`config.mk`:
```
export PLATFORM = sky130hd
export DESIGN_NAME = dnn_event_toggle
export DESIGN_NICKNAME = d
export VERILOG_FILES = /design/src/rtl/dnn_event_pkg.sv /design/src/rtl/dnn_event_chan.sv /design/src/rtl/dnn_event_toggle.sv
export SDC_FILE = /design/constraint.sdc
export NUM_CORES = 1
export LEC_CHECK = 0
export BUFFER_PORTS_ARGS = -buffer_cell sky130_fd_sc_hd__buf_2
export CORE_UTILIZATION = 55
export DETAILED_ROUTE_END_ITERATION = 8
export PLACE_DENSITY = 0.8
export SLEW_MARGIN = 10
export SYNTH_ARGS = -nofsm -noshare
export SYNTH_HDL_FRONTEND = slang
export SYNTH_SLANG_ARGS = --single-unit
```
`constraint.sdc`:
```
create_clock -name S_AXI_ACLK -period 2.6 [get_ports S_AXI_ACLK]
set_input_delay 0 -clock S_AXI_ACLK [delete_from_list [all_inputs] [get_ports S_AXI_ACLK]]
set_output_delay 0 -clock S_AXI_ACLK [all_outputs]
set_load 0.05 [all_outputs]
```
`src/rtl/dnn_event_pkg.sv`:
```
// Shared types and default constants for the DNN classifier event-toggle block.
package dnn_event_pkg;

    localparam int DNN_CNT_WIDTH_DEF   = 16;
    localparam int DNN_SYNC_STAGES_DEF = 2;
    localparam int DNN_MIN_PULSE_DEF   = 2;
    localparam int DNN_RUN_W           = 4;

    typedef enum logic [1:0] {
        ST_IDLE,
        ST_ARM,
        ST_HELD
    } dnn_evt_state_t;

endpackage

```
`src/rtl/dnn_event_chan.sv`:
```
// One classifier channel: input synchronizer, pulse-qualification FSM, event toggle
// and saturating event counter. event_pulse strobes during the cycle whose edge issues an event.
module dnn_event_chan
    import dnn_event_pkg::*;
#(
    parameter int CNT_WIDTH   = DNN_CNT_WIDTH_DEF,
    parameter int SYNC_STAGES = DNN_SYNC_STAGES_DEF,
    parameter int MIN_PULSE   = DNN_MIN_PULSE_DEF
) (
    input  logic                 clk,
    input  logic                 rst_n,
    input  logic                 enable,
    input  logic                 clear_cnt,
    input  logic                 din,
    output logic                 event_pulse,
    output logic                 event_toggle,
    output logic [CNT_WIDTH-1:0] event_cnt
);

    localparam logic [DNN_RUN_W-1:0] MIN_P = DNN_RUN_W'(MIN_PULSE);
    localparam logic [DNN_RUN_W-1:0] ONE_P = DNN_RUN_W'(1);

    logic [SYNC_STAGES-1:0] sync_q;
    logic                   s;
    dnn_evt_state_t         state_q;
    logic [DNN_RUN_W-1:0]   run_q;
    logic [DNN_RUN_W-1:0]   run_nxt;

    // Synchronizer runs regardless of enable so re-enable sees a settled level.
    always_ff @(posedge clk or negedge rst_n) begin
        if (!rst_n) sync_q <= '0;
        else        sync_q <= {sync_q[SYNC_STAGES-2:0], din};
    end

    assign s       = sync_q[SYNC_STAGES-1];
    assign run_nxt = run_q + ONE_P;

    always_comb begin
        event_pulse = 1'b0;
        if (enable && s) begin
            case (state_q)
                ST_IDLE: event_pulse = (MIN_P == ONE_P);
                ST_ARM:  event_pulse = (run_nxt == MIN_P);
                default: event_pulse = 1'b0;
            endcase
        end
    end

    always_ff @(posedge clk or negedge rst_n) begin
        if (!rst_n) begin
            state_q <= ST_IDLE;
            run_q   <= '0;
        end else if (!enable) begin
            state_q <= ST_IDLE;
            run_q   <= '0;
        end else begin
            case (state_q)
                ST_IDLE: begin
                    if (s) begin
                        state_q <= event_pulse ? ST_HELD : ST_ARM;
                        run_q   <= ONE_P;
                    end
                end
                ST_ARM: begin
                    if (!s) begin
                        state_q <= ST_IDLE;
                        run_q   <= '0;
                    end else if (event_pulse) begin
                        state_q <= ST_HELD;
                    end else begin
                        run_q <= run_nxt;
                    end
                end
                ST_HELD: begin
                    if (!s) begin
                        state_q <= ST_IDLE;
                        run_q   <= '0;
                    end
                end
                default: begin
                    state_q <= ST_IDLE;
                    run_q   <= '0;
                end
            endcase
        end
    end

    // Clear beats a same-edge increment, but the toggle still reports the event.
    always_ff @(posedge clk or negedge rst_n) begin
        if (!rst_n) begin
            event_toggle <= 1'b0;
            event_cnt    <= '0;
        end else begin
            event_toggle <= event_toggle ^ event_pulse;
            if (clear_cnt)
                event_cnt <= '0;
            else if (event_pulse && (event_cnt != {CNT_WIDTH{1'b1}}))
                event_cnt <= event_cnt + 1'b1;
        end
    end

endmodule

```
`src/rtl/dnn_event_toggle.sv`:
```
// Qualified event toggles from the async DNN classifier pins, plus event/coincidence counters.
// Optional build macro: DNN_EVENT_COINC_EN enables the coincidence counter (else coinc_cnt = 0).
module dnn_event_toggle
    import dnn_event_pkg::*;
#(
    parameter int CNT_WIDTH   = DNN_CNT_WIDTH_DEF,
    parameter int SYNC_STAGES = DNN_SYNC_STAGES_DEF,
    parameter int MIN_PULSE   = DNN_MIN_PULSE_DEF
) (
    input  logic                 S_AXI_ACLK,
    input  logic                 S_AXI_ARESETN,
    input  logic                 enable,
    input  logic                 clear_cnt,
    input  logic                 dnn_output_0,
    input  logic                 dnn_output_1,
    output logic                 up_event_toggle,
    output logic                 dn_event_toggle,
    output logic [CNT_WIDTH-1:0] up_event_cnt,
    output logic [CNT_WIDTH-1:0] dn_event_cnt,
    output logic [CNT_WIDTH-1:0] coinc_cnt
);

    localparam int NUM_CH = 2;

    logic [NUM_CH-1:0]                din;
    logic [NUM_CH-1:0]                evt;
    logic [NUM_CH-1:0]                tog;
    logic [NUM_CH-1:0][CNT_WIDTH-1:0] cnt;

    assign din = {dnn_output_1, dnn_output_0};

    for (genvar g = 0; g < NUM_CH; g++) begin : g_ch
        dnn_event_chan #(
            .CNT_WIDTH   (CNT_WIDTH),
            .SYNC_STAGES (SYNC_STAGES),
            .MIN_PULSE   (MIN_PULSE)
        ) u_chan (
            .clk          (S_AXI_ACLK),
            .rst_n        (S_AXI_ARESETN),
            .enable       (enable),
            .clear_cnt    (clear_cnt),
            .din          (din[g]),
            .event_pulse  (evt[g]),
            .event_toggle (tog[g]),
            .event_cnt    (cnt[g])
        );
    end

    assign up_event_toggle = tog[0];
    assign dn_event_toggle = tog[1];
    assign up_event_cnt    = cnt[0];
    assign dn_event_cnt    = cnt[1];

`ifdef DNN_EVENT_COINC_EN
    logic [CNT_WIDTH-1:0] coinc_q;

    always_ff @(posedge S_AXI_ACLK or negedge S_AXI_ARESETN) begin
        if (!S_AXI_ARESETN)
            coinc_q <= '0;
        else if (clear_cnt)
            coinc_q <= '0;
        else if ((&evt) && (coinc_q != {CNT_WIDTH{1'b1}}))
            coinc_q <= coinc_q + 1'b1;
    end

    assign coinc_cnt = coinc_q;
`else
    logic unused_evt;
    assign unused_evt = &evt;
    assign coinc_cnt  = '0;
`endif

endmodule

```
; ---- After elaboration in Yosys (flattened, before gate mapping)
; Cells that the tools add are included.
[totals]
reg_bits = 50
inputBits = 6
output_inout_bits = 50
elab_cells = 78
[op_classes]
add_sub_neg = 4
n_eq_ne = 16
muxes = 34
bitwise = 2
n_reduce_logical = 12
[op_table]
columns = cell, count
row1 = $mux 16, 4
row2 = $mux 4, 10
row3 = $add 16x1->16 const B, 2
row4 = $ne 16x16->1 const B, 2
row5 = $mux 2, 12
row6 = $pmux 4 s3, 2
row7 = $pmux 2 s3, 2
row8 = $reduce_and 3->1, 4
row9 = $add 4x1->4 const B, 2
row10 = $eq 4x2->1 const B, 2
row11 = $ne 4x3->1 const B, 2
row12 = $ne 4x4->1 const B, 2
row13 = $ne 3x2->1 const B, 2
row14 = $ne 3x3->1 const B, 2
row15 = $eq 2x1->1 const B, 2
row16 = $eq 2x2->1 const B, 2
row17 = $logic_and 1x1->1, 4
row18 = $logic_not 2->1, 2
row19 = $mux 1, 4
row20 = $reduce_bool 2->1, 2
row21 = $xor 1x1->1, 2

; ---- Longest topological paths before layout
[logic_depth]
ltp_word = 8
ltp_mapped = 8
depth_no_buf = 7

; ---- By module
; A second synthesis with hierarchy kept.
[unflattened]
cells_unflattened = 297
hier_area_um2 = 2871.5
[by_module_without_submodules]
columns = mod, instances, cells_per_inst, area_each_um2, seq_area_each_um2
row1 = dnn_event_chan (g_ch[0].u_chan), 1, 144, 1377.6, 625.6
row2 = dnn_event_chan (g_ch[1].u_chan), 1, 136, 1370.1, 625.6
row3 = dnn_event_toggle, 1, 17, 123.9, 0.0

; ---- Worst setup path after synthesis
; OpenSTA, ideal clock, no wires.
[synth_timing]
path_type = register to register
start = reg g_ch[1].u_chan.event_cnt[0]
end = reg g_ch[1].u_chan.event_cnt[12]
setup_ns = 0.078
arrival_time_ns = 2.154
required_time_ns = 2.522
path_slack_ns = 0.367
path_stages_with_launch = 7
path_buffers = 0
synth_period_minus_slack_ns = 2.233
cell_sequence = dfrtp_1 ha_1 nand2_1 nor2_1 or4b_4 or4_1 a21oi_1
[synth_via]
elab_chain_cells = 3
word_cells_on_any_way = 6
classes_between = add/sub: 1 / eq/ne: 1 / mux: 2 / reduce/logical: 2
[synth_lines]
columns = item, line
row1 = start: declaration, dnn_event_chan.sv:17  ; output logic [CNT_WIDTH-1:0] event_cnt
row2 = start signal: assignment, dnn_event_chan.sv:98  ; event_cnt <= event_cnt + 1'b1;
row3 = $add 16x1->16 / $ne 16x16->1 (equally long branches), "dnn_event_chan.sv:98, dnn_event_chan.sv:97"
row4 = $mux 16 / $logic_and 1x1->1 (equally long branches), dnn_event_chan.sv:97  ; else if (event_pulse && (event_cnt != {CNT_WIDTH{1'b1}}))
row5 = $mux 16 / $reduce_bool 2->1 (equally long branches), -
; Several ways; a longest one is shown, not always the timed one. The select of a mux whose other input is x is not followed.
; A chain may end at the register's enable or synchronous reset.

; ---- Final worst setup path
[layout_timing]
start = reg g_ch[1].u_chan.run_q[0]
end = reg g_ch[1].u_chan.event_cnt[12]
[layout_via]
elab_chain_cells = 6
[layout_lines]
columns = item, line
row1 = start: declaration, dnn_event_chan.sv:26  ; logic [DNN_RUN_W-1:0] run_q;
row2 = start signal: assignment, dnn_event_chan.sv:71  ; run_q <= run_nxt;
row3 = $add 4x1->4, dnn_event_chan.sv:36  ; assign run_nxt = run_q + ONE_P;
row4 = $eq 4x2->1, dnn_event_chan.sv:43  ; ST_ARM: event_pulse = (run_nxt == MIN_P);
row5 = $mux 1, dnn_event_chan.sv:41  ; case (state_q)
row6 = $mux 1, dnn_event_chan.sv:40  ; if (enable && s) begin
row7 = $logic_and 1x1->1, dnn_event_chan.sv:97
row8 = $reduce_bool 2->1 (no line), -
; Every way passes these cells.

==> tab_implementation.tex <==
\begin{tabular}{lr}
\hline
Metric & Value \\
\hline
\multicolumn{2}{l}{\textbf{Synthesis}} \\
Cell count after synthesis & 310 \\
Cell type contributing the most total cell area after synthesis & dfrtp\_1 \\
Top-area cell type share of the netlist area & 43.50\% \\
Distinct cells, synth & 49 \\
Fraction of registers with async set/reset & 100.0\% \\
Summed instance area of the synthesized netlist & 2877 um2 \\
Warnings from Yosys & 0 \\
Most repeated cell in the gate-level netlist after synthesis & dfrtp\_1 \\
Share of the yosys chip area belonging to registers & between 40\% and 50\% \\
Mapped Avg Cell Area & 9.279 um2 \\
Register bit count reported by yosys & 50 \\
Commonest register cell after synthesis & dfrtp\_1 \\
EDFF count, synth & 0 \\
Post-synth top cells & dfrtp\_1 (50), a21oi\_1 (23), buf\_4 (19) \\
Largest cells by area after synthesis & dfrtp\_1 (43\%), buf\_4 (5.0\%), or4\_1 (4.7\%) \\
\multicolumn{2}{l}{\textbf{Clock tree}} \\
Max H-tree Level & 2 \\
Clock sink count & 50 \\
Number of buffers created by CTS & 5 \\
Clock-pin slew reported for the worst setup and hold paths after clock tree synthesis & 0.10 ns \\
Clock root cell & clkbuf\_8 \\
Clock tree from TritonCTS & built \\
Buffers from clock root to sink, at most & 2 \\
Clock Latency Late Sink & slightly above 0.3 ns \\
\multicolumn{2}{l}{\textbf{Critical path}} \\
Crit. End Element & flop \\
Delay of the slowest cell on the worst path & 0.57 ns \\
Cell count of the worst reg-to-reg path & 6 \\
Crit path DAT & 2.54 ns \\
Critical Setup Path Class & flop to flop \\
Reg-to-reg startpoint & g\_ch[1].u\_chan.run\_q[0] \\
Crit path required time & 2.83 ns \\
Standard cell with the maximum stage delay on the critical path & or4b\_4 \\
Worst reg-to-reg setup slack & 0.30 ns \\
Crit start category & flop \\
Maximum fanout along the worst path & 8 \\
Terminus of the critical flop-to-flop path & g\_ch[1].u\_chan.event\_cnt[12] \\
Worst path cell trace & ha\_1 -> nor4b\_2 -> a31oi\_1 -> or4b\_4 -> or4\_1 -> a21oi\_1 \\
\multicolumn{2}{l}{\textbf{Drt}} \\
Number of antenna-violating nets in the routed design & 0 \\
Vias post-DR & between 2,000 and 2,500 \\
DRC marker count from the first detailed-route iteration & approximately 180 \\
Routed via count divided by cell count & 5.847 \\
Number of remaining DRC errors & 0 \\
Average wire per cell in the routed design & roughly 14 um \\
Overall routed net length & around 6.0 mm \\
Number of iterations in the first detailed-routing pass & 4 \\
\multicolumn{2}{l}{\textbf{Floorplan}} \\
Die Span Y & 74.32 um \\
Starting density of the core & 58.95\% \\
Placeable Area & 4880 um2 \\
I/O Pins & 56 \\
Floorplan die area & 5523 um2 \\
Die boundary width & approximately 74 um \\
Core Rows & 25 \\
\multicolumn{2}{l}{\textbf{Timing}} \\
Slew Limit Headroom & 60.12\% \\
Fmax & about 0.43 GHz \\
Max-slew violation count & 0 \\
Minimum clock period & 2.304 ns \\
Transition time at the pin with the least slew margin & 0.5933 ns \\
Total negative slack & 0 ns \\
Final-report setup violation count & 0 \\
Post-Route Skew & 0.01019 ns \\
Unrepaired setup endpoints after global routing & no \\
Number of endpoints with negative hold slack in the final report & 0 \\
Final cycle utilization of the critical path & 88.61\% \\
\multicolumn{2}{l}{\textbf{Pwr}} \\
Areal power density over the cells & 505.4 nW/um2 \\
Peak VDD IR & 0.3145 mV \\
Static leakage power & 1.372 nW \\
\multicolumn{2}{l}{\textbf{Placed design}} \\
I/O Buffers & 39 \\
Routability-driven placement congestion ratio & 0.8310 \\
Half-perimeter wire length of the detailed placement result & 4.089 mm \\
\multicolumn{2}{l}{\textbf{Hold path}} \\
Hold Crit Class & primary input to async pin \\
\multicolumn{2}{l}{\textbf{Layout}} \\
Area added between synthesis and finish & 11.96\% \\
Final Util & approximately two thirds \\
Nets & 363 \\
Multi-input logic area & 1443 um2 \\
Fillers & 417 \\
Total area of sequential cells & 1251 um2 \\
Fraction of layout cells with a size suffix above 1 & between 10\% and 20\% \\
Ant. Diodes & 0 \\
\multicolumn{2}{l}{\textbf{GRT}} \\
First-pass GRT wire length & 9.942 mm \\
Maximum number of pins on one net before global-route repair & 34 \\
Number of global-route vias before repair & approximately 2,200 \\
Overall fraction of global-route tracks in use & 23.67\% \\
Total global routing overflow & 0 \\
Initial antenna violation count & 0 \\
\multicolumn{2}{l}{\textbf{Run status}} \\
Outcome & finished, final reports clean \\
\multicolumn{2}{l}{\textbf{Job}} \\
Max-cap violation count & 0 \\
\hline
\end{tabular}
[flip-flops by register name (all words and copies together), names as in the netlist]
register / flops
g_ch.u_chan.event_cnt: 32
g_ch.u_chan.run_q: 8
g_ch.u_chan.state_q: 4
g_ch.u_chan.sync_q: 4
g_ch.u_chan.event_toggle: 2
[worst max-delay path: cells and delay by family (launching register included)]
family,cells,cell delay (ns)
flops,1,0.47
compound gates,2,0.24
fa+ha+maj,1,0.28
simple gates,3,1.25
[per-stage QoR]
stage / setup slack (ns) / hold slack, ns / area [um2] / total power [mW] / cells
finish: 0.2961 / 0.1455 / 3221 / 1.628 / 419
global route: 0.1710 / 0.1989 / 3221 / 1.691 / 419
CTS: 0.2873 / 0.1527 / 3221 / 1.641 / 419
detailed placement: 0.3013 / -0.03930 / 3070 / 1.090 / 407
global placement: 0.3874 / -0.04263 / 3070 / 1.085 / 407
floorplan: 0.3675 / -0.2956 / 2933 / 1.048 / 325
[how the worst max path moves through the flow]
stage	start	to	slack [ns]	cells past startpoint
after detailed placement	g_ch[1].u_chan.run_q[0]	g_ch[1].u_chan.event_cnt[12]	0.30	6
final	g_ch[1].u_chan.run_q[0]	g_ch[1].u_chan.event_cnt[12]	0.30	6
after global placement	g_ch[1].u_chan.run_q[0]	g_ch[1].u_chan.event_cnt[12]	0.39	6
after floorplan	g_ch[1].u_chan.event_cnt[0]	g_ch[1].u_chan.event_cnt[12]	0.37	6
after CTS	g_ch[1].u_chan.run_q[0]	g_ch[1].u_chan.event_cnt[12]	0.29	6
after global routing	g_ch[1].u_chan.run_q[0]	g_ch[1].u_chan.event_cnt[15]	0.17	6
[cells by family (layout without fill, tap and decap cells)]
family                   Yosys count  after routing  share of synthesized area, %
multiplexers                       1              1                        0.3480
XOR/XNOR                          10             10                         3.045
adder cells (fa/ha/maj)            6              6                         2.610
other                              1             16                        0.1304
flip-flops                        50             50                         43.50
buffers and inverters             44             71                         8.308
AO/OA/AOI/OAI                     69             69                         15.44
AND/OR/NAND/NOR                  129            129                         26.62
[layout make-up]
type / instances / share of cell area (%)
tap: 67 / 2.603
inverter: 14 / 1.632
timing repair buffer: 49 / 8.702
multi-input combinational: 231 / 44.79
clock inverter: 2 / 1.166
clock buffer: 6 / 2.253
sequential: 50 / 38.85
[cells in the final DEF (no fill, tap or decap), types with 6 or more instances in the layout]
| master | n |
|---|---|
| or3_1 | 6 |
| ha_1 | 6 |
| inv_1 | 14 |
| nor3_1 | 8 |
| o31ai_1 | 16 |
| xnor2_1 | 8 |
| conb_1 | 16 |
| and3_1 | 6 |
| nor2_1 | 18 |
| nand3_1 | 18 |
| or4_1 | 18 |
| a21oi_1 | 23 |
| buf_4 | 6 |
| nand4_1 | 7 |
| nand2_1 | 17 |
| buf_2 | 39 |
| dfrtp_1 | 50 |
| o21ai_0 | 10 |
[routing by layer]
metal	share of wire [%]	wire, um	global-route usage (%)	up-vias
met5	0	0	0	-
met4	1.1	64	7.966	0
met3	4.6	274	4.201	7
met2	48	2831	37.68	67
met1	47	2787	32.95	1178
li1	-	-	-	1198
[what timing repair did]
action | 4_1_cts | 5_1_grt
hold buffers | 4 | 0
setup buffers | 0 | 0
resized for setup | 0 | 0
hold endpoints to repair | 18 | 0
[where the power goes]
part	switching, mW	total (mW)	leakage [nW]	internal (mW)
registers	0.0293	0.834	0.680	0.805
clock network	0.261	0.549	0.0514	0.287
logic	0.185	0.245	0.640	0.0601
total	0.476	1.63	1.37	1.15
Power figures use the tool's default switching activity.
